===== config.mk =====
export PLATFORM = sky130hd
export DESIGN_NAME = alu_share_arbiter
export DESIGN_NICKNAME = d
export VERILOG_FILES = /design/src/rtl/alu_share_arbiter.sv
export SDC_FILE = /design/constraint.sdc
export NUM_CORES = 1
export LEC_CHECK = 0
export BUFFER_PORTS_ARGS = -buffer_cell sky130_fd_sc_hd__buf_2
export CAP_MARGIN = 40
export CELL_PAD_IN_SITES_DETAIL_PLACEMENT = 1
export CELL_PAD_IN_SITES_GLOBAL_PLACEMENT = 2
export CORE_ASPECT_RATIO = 0.6
export CORE_MARGIN = 4
export CORE_UTILIZATION = 29
export CTS_BUF_LIST = sky130_fd_sc_hd__clkbuf_4 sky130_fd_sc_hd__clkbuf_8
export CTS_CLUSTER_SIZE = 40
export DETAILED_ROUTE_END_ITERATION = 8
export GPL_TIMING_DRIVEN = 0
export PLACE_DENSITY = 0.9
export RECOVER_POWER = 100
export SYNTH_ARGS = -nofsm -noshare
export SYNTH_HDL_FRONTEND = slang
export SYNTH_SLANG_ARGS = --single-unit

===== constraint.sdc =====
create_clock -name clk -period 4.85 [get_ports clk]
set_input_delay 0.97 -clock clk [delete_from_list [all_inputs] [get_ports clk]]
set_output_delay 0.97 -clock clk [all_outputs]
set_load 0.005 [all_outputs]

===== src/rtl/alu_share_arbiter.sv =====
// Round-robin sequencer sharing one combinational ALU between two requesters.
// Holds the winner's operands on the ALU for EXEC_CYCLES, then returns a registered response.
module alu_share_arbiter #(
    parameter int WIDTH       = 32,
    parameter int EXEC_CYCLES = 1
) (
    input  logic             clk,
    input  logic             reset,
    input  logic             r0_req,
    input  logic [3:0]       r0_alucon,
    input  logic [WIDTH-1:0] r0_a,
    input  logic [WIDTH-1:0] r0_b,
    output logic             r0_gnt,
    input  logic             r1_req,
    input  logic [3:0]       r1_alucon,
    input  logic [WIDTH-1:0] r1_a,
    input  logic [WIDTH-1:0] r1_b,
    output logic             r1_gnt,
    output logic [3:0]       alu_con,
    output logic [WIDTH-1:0] alu_a,
    output logic [WIDTH-1:0] alu_b,
    input  logic [WIDTH-1:0] alu_result,
    output logic             rsp_valid,
    output logic             rsp_id,
    output logic [WIDTH-1:0] rsp_result,
    output logic             rsp_ovf,
    output logic             rsp_err,
    input  logic             rsp_ready,
    output logic             busy
);

    localparam int CW = (EXEC_CYCLES > 1) ? $clog2(EXEC_CYCLES) : 1;

    typedef enum logic [1:0] {
        IDLE,
        EXEC,
        DONE
    } state_t;

    state_t           state_q, state_d;
    logic             last_q, last_d;
    logic [CW-1:0]    cnt_q, cnt_d;
    logic             gnt0_q, gnt0_d;
    logic             gnt1_q, gnt1_d;
    logic [3:0]       op_q;
    logic [WIDTH-1:0] a_q, b_q;
    logic             rsp_valid_q, rsp_valid_d;
    logic             rsp_id_q;
    logic [WIDTH-1:0] rsp_result_q;
    logic             rsp_ovf_q;
    logic             rsp_err_q;

    logic             win;
    logic             lat_en;
    logic             cap_en;
    logic [3:0]       sel_op;
    logic [WIDTH-1:0] sel_a, sel_b;
    logic             op_ok;
    logic             add_ovf, sub_ovf;

    function automatic logic is_legal(input logic [3:0] op);
        case (op)
            4'b0000, 4'b0001, 4'b0010, 4'b0011, 4'b0100,
            4'b0110, 4'b0111, 4'b1000, 4'b1001, 4'b1010: is_legal = 1'b1;
            default:                                     is_legal = 1'b0;
        endcase
    endfunction

    // Sole requester wins; on a tie the port not served last time wins.
    assign win    = (r0_req && r1_req) ? ~last_q : r1_req;
    assign sel_op = win ? r1_alucon : r0_alucon;
    assign sel_a  = win ? r1_a : r0_a;
    assign sel_b  = win ? r1_b : r0_b;

    assign op_ok   = is_legal(op_q);
    assign add_ovf = (a_q[WIDTH-1] == b_q[WIDTH-1]) && (alu_result[WIDTH-1] != a_q[WIDTH-1]);
    assign sub_ovf = (a_q[WIDTH-1] != b_q[WIDTH-1]) && (alu_result[WIDTH-1] != a_q[WIDTH-1]);

    always_comb begin
        state_d     = state_q;
        last_d      = last_q;
        cnt_d       = cnt_q;
        gnt0_d      = 1'b0;
        gnt1_d      = 1'b0;
        lat_en      = 1'b0;
        cap_en      = 1'b0;
        rsp_valid_d = rsp_valid_q;
        case (state_q)
            IDLE: begin
                if (r0_req || r1_req) begin
                    lat_en  = 1'b1;
                    last_d  = win;
                    gnt0_d  = ~win;
                    gnt1_d  = win;
                    cnt_d   = CW'(EXEC_CYCLES - 1);
                    state_d = EXEC;
                end
            end
            EXEC: begin
                if (cnt_q == '0) begin
                    cap_en      = 1'b1;
                    rsp_valid_d = 1'b1;
                    state_d     = DONE;
                end else begin
                    cnt_d = cnt_q - CW'(1);
                end
            end
            DONE: begin
                if (rsp_ready) begin
                    rsp_valid_d = 1'b0;
                    state_d     = IDLE;
                end
            end
            default: state_d = IDLE;
        endcase
    end

    always_ff @(posedge clk or posedge reset) begin
        if (reset) begin
            state_q     <= IDLE;
            last_q      <= 1'b1;
            cnt_q       <= '0;
            gnt0_q      <= 1'b0;
            gnt1_q      <= 1'b0;
            rsp_valid_q <= 1'b0;
        end else begin
            state_q     <= state_d;
            last_q      <= last_d;
            cnt_q       <= cnt_d;
            gnt0_q      <= gnt0_d;
            gnt1_q      <= gnt1_d;
            rsp_valid_q <= rsp_valid_d;
        end
    end

    always_ff @(posedge clk or posedge reset) begin
        if (reset) begin
            op_q         <= '0;
            a_q          <= '0;
            b_q          <= '0;
            rsp_id_q     <= 1'b0;
            rsp_result_q <= '0;
            rsp_ovf_q    <= 1'b0;
            rsp_err_q    <= 1'b0;
        end else begin
            if (lat_en) begin
                op_q <= sel_op;
                a_q  <= sel_a;
                b_q  <= sel_b;
            end
            // last_q already holds the port being served by the time EXEC ends.
            if (cap_en) begin
                rsp_id_q     <= last_q;
                rsp_result_q <= op_ok ? alu_result : '0;
                rsp_ovf_q    <= op_ok && (((op_q == 4'b0010) && add_ovf) ||
                                          ((op_q == 4'b0110) && sub_ovf));
                rsp_err_q    <= ~op_ok;
            end
        end
    end

    // ALU inputs are parked at zero outside EXEC; illegal opcodes are presented as 0000.
    always_comb begin
        alu_con = '0;
        alu_a   = '0;
        alu_b   = '0;
        if (state_q == EXEC) begin
            alu_con = op_ok ? op_q : 4'b0000;
            alu_a   = a_q;
            alu_b   = b_q;
        end
    end

    assign r0_gnt     = gnt0_q;
    assign r1_gnt     = gnt1_q;
    assign rsp_valid  = rsp_valid_q;
    assign rsp_id     = rsp_id_q;
    assign rsp_result = rsp_result_q;
    assign rsp_ovf    = rsp_ovf_q;
    assign rsp_err    = rsp_err_q;
    assign busy       = (state_q != IDLE);

endmodule


==> impl_metrics.ini, run 1 <==
[worst_setup_path]
cp-start-kind = flop
path_buf_inv = 3
cpMostUsedCell = clkbuf_1
crit_path_max_fanout = 10
reg2regPathDepth = 5
crit_path_end_kind = primary output
timing.rr.end = a_q[4]$_DFFE_PP0P_
crit_family = buffers and inverters
crit_slowest_cell = a221oi_4
crit_required_ns = 3.88
r2r-start = state_q[1]$_DFFE_PP0P_
critPathArrivalTime_ns = 2.68
critPathMaxStageDelay_ns = 0.55
crit_type = flop to primary output
rrSetupSlack_ns = 2.55
path_cells = nand2b_1, clkbuf_1, a221oi_4, clkbuf_1, and2_1, clkbuf_1

[global_route]
overflow = 0
grt_pass1_vias = 4654
grt_pass1_wl_um = 26570
antenna_found_initial = 0
grt_max_degree = 57
grtUsageTotal_pct = 16.08

[sta]
whs_ns = 0.5048
drv_slew = 55
tns_ns = 0
slew_headroom_pct = -64.04
period_share_pct = 75.19
worst_slew_pin_slew_ns = 2.447
setup_viol = 0
fin_ws_ns = 1.203
max_freq_mhz = 274.2
finClkSkew_ns = 0.02138
fin_crit_ns = 3.647
rsz0062_at_grt = false
hold_viol = 0

[cts]
cts_sinks = 109
clk_latency_ns = 0.38
ctsResizeCount = 0
htree_num_levels = 3
cts-buffers-inserted = 9
root_buffer = clkbuf_8
cts.path.max_buffers = 2
ctsHoldBuffers = 0
tritoncts = built
cts_setup_buffers = 0
path_clk_slew_ns = 0.13

[route]
wl_um = 17170
drtIter0Drc = 198
drt_first_pass_iters = 4
via_count = 4305
wl_per_cell_um = 18.25
drcViolationCount = 0
antenna_left = 0
viasPerCell = 4.575

[die]
die_area_um2 = 20840
io_pins = 280
dieWidth_um = 183.7
start_util_pct = 29.66
rows = 38
core_region_area_um2 = 18110
chipHeight_um = 113.4

[pwr]
leakage_uw = 0.003410
power_density_nw_per_um2 = 558.6
ir_worst_vdd_mv = 0.1584
total_power_uw = 4020

[logic_synthesis]
synth_nets = 578
synth_cell_types = 25
seq_area_frac_synth_pct = 50.79
postSynthAreaPerCell_um2 = 13.27
ys_ff_latch = 109
synth_cells = 405
ys_warn_count = 0
netlist_area_um2 = 5373

[final_layout]
num_antenna_cells = 0
fin_cells = 941
n_fill_cell = 2105
nNetsFinal = 869
regArea_um2 = 2729
drive_above_1_share_pct = 55.49
area_growth_pct = 33.95
multi_input_area_um2 = 2426

[min_path]
worstHoldPathType = flop to flop
hold_path.startpoint = rsp_id$_DFFE_PP0P_
min_path_cells = 2
min_to = rsp_id$_DFFE_PP0P_

[outcome]
violations = capacitance limit, slew limit
outcome = finished with violations

[placement]
pre_cts_ws_ns = 2.011
dp_hpwl_um = 13480
numPlacedInstances = 925
io_buffers = 279
gp_congestion = 0.7215

[run]
drv_cap = 1
-- placed cells by master, fill, tap and decap left out, drive strengths merged --
cell        n
and2       69
a31oi       1
bufinv      1
clkinv      4
dfstp       1
mux2      137
nand2       4
mux2i       1
nor2b       1
inv         4
o21a        1
nand2b      4
a21oi       3
a22o       33
dfrtp     108
a221oi      1
xnor2       1
nor4b       1
o21ai       1
a21bo       1
clkbuf     86
buf       233
clkinvlp    1
nor2        4
-- logic make-up after synthesis --
kind of cell    Yosys count  share of synthesized area [%]
mux                     138                          28.97
flops                   109                          50.79
simple gates             83                          9.338
compound gates           41                          6.684
buf+inv                  33                          4.052
xor+xnor                  1                         0.1630
-- through the flow --
stage / utilization (%) / area, um2
final: 39.73 / 7197
after global routing: 39.73 / 7197
after CTS: 40.47 / 7331
after detailed placement: 39.20 / 7102
after global placement: 39.02 / 7069
after floorplan: - / 5373
-- routing by layer --
metal	GRT usage [%]	wire length [um]	up-vias
li1	-	-	2006
met1	22.64	8272	2136
met2	25.26	7674	151
met3	4.493	1068	12
met4	2.806	157	0
met5	0	0	-
-- worst max path at each step --
stage,slack [ns],to,start,cells past startpoint
after floorplan,1.01,a_q[0]$_DFFE_PP0P_,reset,1
after global placement,-0.55,a_q[8]$_DFFE_PP0P_,reset,2
after detailed placement,2.01,alu_a[28],state_q[1]$_DFFE_PP0P_,5
after CTS,1.56,alu_con[2],op_q[2]$_DFFE_PP0P_,5
after global routing,0.66,rsp_result[26]$_DFFE_PP0P_,reset,3
final,1.20,alu_con[3],state_q[1]$_DFFE_PP0P_,6
-- worst reg2reg max path: stages, from the launching register on --
cell	delay, ns
dfrtp_1	0.45
nor2_1	0.25
o21a_1	0.16
clkbuf_1	0.34
clkbuf_1	0.58
mux2_2	0.42
-- flip-flops by register name, summed over array words and instances (netlist names) --
name,flops
rsp_err,1
rsp_ovf,1
rsp_id,1
b_q,32
last_q,1
rsp_result,32
rsp_valid,1
r0_gnt,1
op_q,4
state_q,2
r1_gnt,1
a_q,32
-- synth_stat cells --
library cell | count | area [um2]
a22o_1 | 33 | 289.0
nand2_1 | 4 | 15.01
and2_1 | 69 | 431.7
nor2b_1 | 1 | 6.260
clkbuf_1 | 8 | 30.03
dfstp_2 | 1 | 26.28
dfrtp_1 | 108 | 2703
buf_1 | 2 | 7.510
nor4b_1 | 1 | 8.760
xnor2_1 | 1 | 8.760
a221oi_4 | 1 | 26.28
a31oi_1 | 1 | 6.260
a21bo_1 | 1 | 10.01
inv_1 | 3 | 11.26
buf_6 | 11 | 123.9
mux2_4 | 1 | 15.01
nand2b_1 | 4 | 25.02
o21a_1 | 1 | 7.510
a21oi_1 | 3 | 15.01
mux2_2 | 135 | 1520
nor2_1 | 4 | 15.01
buf_2 | 9 | 45.04
mux2i_1 | 1 | 10.01
mux2_1 | 1 | 11.26
o21ai_0 | 1 | 5.000
-- cell type report --
type,count,share of cell area (%)
flip-flops and latches,109,37.92
repair buffers,280,18.55
clock inverters,7,1.460
well taps,240,4.172
inverters,3,0.1739
multi-input cells,263,33.71
plain buffers,30,2.295
clock buffers,9,1.721
-- power breakdown --
group	internal (uW)	leakage, uW	switching [uW]
registers	1340	0.00132	239
clock network	257	0.000113	369
logic	953	0.00198	857
Power figures use the tool's default switching activity.
==> run 2, diff against run 1 <==
--- a/config.mk
+++ b/config.mk
@@ -11,12 +11,12 @@
 export CELL_PAD_IN_SITES_GLOBAL_PLACEMENT = 2
 export CORE_ASPECT_RATIO = 0.6
 export CORE_MARGIN = 4
-export CORE_UTILIZATION = 29
+export CORE_UTILIZATION = 26
 export CTS_BUF_LIST = sky130_fd_sc_hd__clkbuf_4 sky130_fd_sc_hd__clkbuf_8
 export CTS_CLUSTER_SIZE = 40
 export DETAILED_ROUTE_END_ITERATION = 8
 export GPL_TIMING_DRIVEN = 0
-export PLACE_DENSITY = 0.9
+export PLACE_DENSITY = 0.86
 export RECOVER_POWER = 100
 export SYNTH_ARGS = -nofsm -noshare
 export SYNTH_HDL_FRONTEND = slang
==> constraint.sdc (replaced) <==
create_clock -name clk -period 3.3 [get_ports clk]
set_input_delay 0.66 -clock clk [delete_from_list [all_inputs] [get_ports clk]]
set_output_delay 0.66 -clock clk [all_outputs]
set_load 0.005 [all_outputs]
==> run 2 against run 1 <==
Clock skew decreased by 0.010 ns; the flow still finishes with violations (capacitance limit, slew limit); critical path depth down 1; non-clock buffer count increased by 2; register-to-register slack worse by 1.6 ns; clock power increased by 32%; wire length is 1.6% lower; worst setup slack worse by 0.81 ns; combinational power rose by 47%; die area up 11%; final cell count up 3.7%; sequential power grew 47%; hold slack got worse by 0.23 ns.
==> impl_metrics.ini, run 2 (same netlist as run 1, synthesis figures left out) <==
[outcome]
outcome = finished with violations
violations = capacitance limit, slew limit

[sta]
setup_viol = 0
rsz0062_at_grt = false
drv_slew = 37
max_freq_mhz = 343.8
tns_ns = 0
fin_crit_ns = 2.909
hold_viol = 0
worst_slew_pin_slew_ns = 1.943
finClkSkew_ns = 0.01126
slew_headroom_pct = -29.52
period_share_pct = 88.15

[worst_setup_path]
critPathArrivalTime_ns = 2.25
worst-path-stages = 5
crit_family = compound AO/OA/AOI/OAI gates
r2r-start = state_q[0]$_DFFE_PP0P_
crit_path_max_fanout = 10
critPathMaxStageDelay_ns = 0.53
crit_path_end_kind = primary output
crit_type = flop to primary output
path_cells = mux2_4, a221oi_4, buf_6, and2_1, clkbuf_1
crit_required_ns = 2.64
path_buf_inv = 2
crit_slowest_cell = a221oi_4
timing.rr.end = b_q[31]$_DFFE_PP0P_
rrSetupSlack_ns = 0.97
cp-start-kind = flop
reg2regPathDepth = 5

[global_route]
grtUsageTotal_pct = 14.44
antenna_found_initial = 1
grt_max_degree = 37
grt_pass1_vias = 4750
overflow = 0
grt_pass1_wl_um = 26700

[pwr]
power_switching_uw = 2133
p_clk_share_pct = 14.2
ir_worst_vdd_mv = 0.2269
power_density_nw_per_um2 = 803.7
p_seq_share_pct = 40.0
p_int_uw = 3682
pwr-share-comb_pct = 45.8
leakage_uw = 0.003380
switching_share_pct = 36.69

[die]
start_util_pct = 26.64
die_area_um2 = 23100
io_pins = 280
chipHeight_um = 119.4
rows = 40
core_region_area_um2 = 20170
dieWidth_um = 193.6

[cts]
clk_latency_ns = 0.39
ctsHoldBuffers = 0
path_clk_slew_ns = 0.11
cts_sinks = 109
htree_num_levels = 3
root_buffer = clkbuf_8
cts-buffers-inserted = 9
tritoncts = built
cts.path.max_buffers = 2

[placement]
io_buffers = 279
gp_congestion = 0.7732
dp_hpwl_um = 13550

[route]
viasPerCell = 4.330
wl_um = 16910
antenna_left = 0
drt_first_pass_iters = 4
wl_per_cell_um = 17.32
via_count = 4226
drcViolationCount = 0
drtIter0Drc = 126

[final_layout]
mostFrequentLayoutCells = buf_2 (217), mux2_2 (135), dfrtp_1 (108), clkbuf_1 (84), and2_0 (36)
drive_above_1_share_pct = 54.34
n_fill_cell = 2336
layout_commonest_cell = buf_2
nNetsFinal = 871
fin_util_pct = 35.87
num_antenna_cells = 0
area_growth_pct = 34.68

[min_path]
worstHoldPathType = input pin to asynchronous set/reset pin

[run]
drv_cap = 1
-- run 2: cell type report --
type	count	area, um2	area share (%)
buffer	30	175.2	2.421
clock buffer	9	123.9	1.712
clock inverter	7	82.58	1.141
inverter	3	12.51	0.1729
multi-input combinational	263	2426	33.53
sequential	109	2729	37.71
tap	273	341.6	4.721
timing repair buffer	282	1345	18.59
-- run 2: layer usage --
layer	track usage (%)	up-vias	wire (um)
met2	22.37	152	7562
met1	19.56	2052	8073
li1	-	2008	-
met4	3.050	2	143
met3	5.117	12	1107
met5	0	-	20
-- run 2: worst register-to-register path, cell delays in order (launching register included) --
cell      delay, ns
dfrtp_1        0.46
nor2_1         0.25
o21a_1         0.17
clkbuf_1       0.40
clkbuf_1       0.53
mux2_2         0.41
-- run 2: through the flow --
step | hold slack (ns) | cells | worst slack [ns] | power, uW | instance area [um2]
finish | 0.2778 | 976 | 0.3911 | 5816 | 7236
global route | 0.3079 | 976 | 0.1794 | 6316 | 7236
CTS | 0.2257 | 976 | 0.1268 | 6070 | 7381
detailed placement | 0.4873 | 960 | 0.5925 | 5209 | 7174
global placement | 0.4593 | 957 | 0.4731 | 5116 | 7114
floorplan | 0.4698 | 405 | 1.197 | 4034 | 5376
-- run 2: timing repair --
item / CTS / global route
gates resized for setup: 0 / 1
setup endpoints to repair: 0 / 19
setup buffers: 0 / 0
-- run 2: power groups by stage --
stage                     Sequential (uW)  Clock [uW]  Combinational (uW)
after floorplan                      2270           0                1760
after global placement               2320           0                2790
after detailed placement             2370           0                2840
after CTS                            2340         876                2860
after global routing                 2420         931                2960
final                                2330         828                2660
-- run 2: worst max-delay path by stage --
stage / start / to / slack [ns]
floorplan: op_q[2]$_DFFE_PP0P_ / alu_con[0] / 1.20
global placement: reset / a_q[12]$_DFFE_PP0P_ / 0.47
detailed placement: state_q[0]$_DFFE_PP0P_ / alu_a[11] / 0.59
CTS: state_q[0]$_DFFE_PP0P_ / alu_a[11] / 0.13
global route: state_q[1]$_DFFE_PP0P_ / alu_con[1] / 0.18
finish: op_q[2]$_DFFE_PP0P_ / alu_con[3] / 0.39
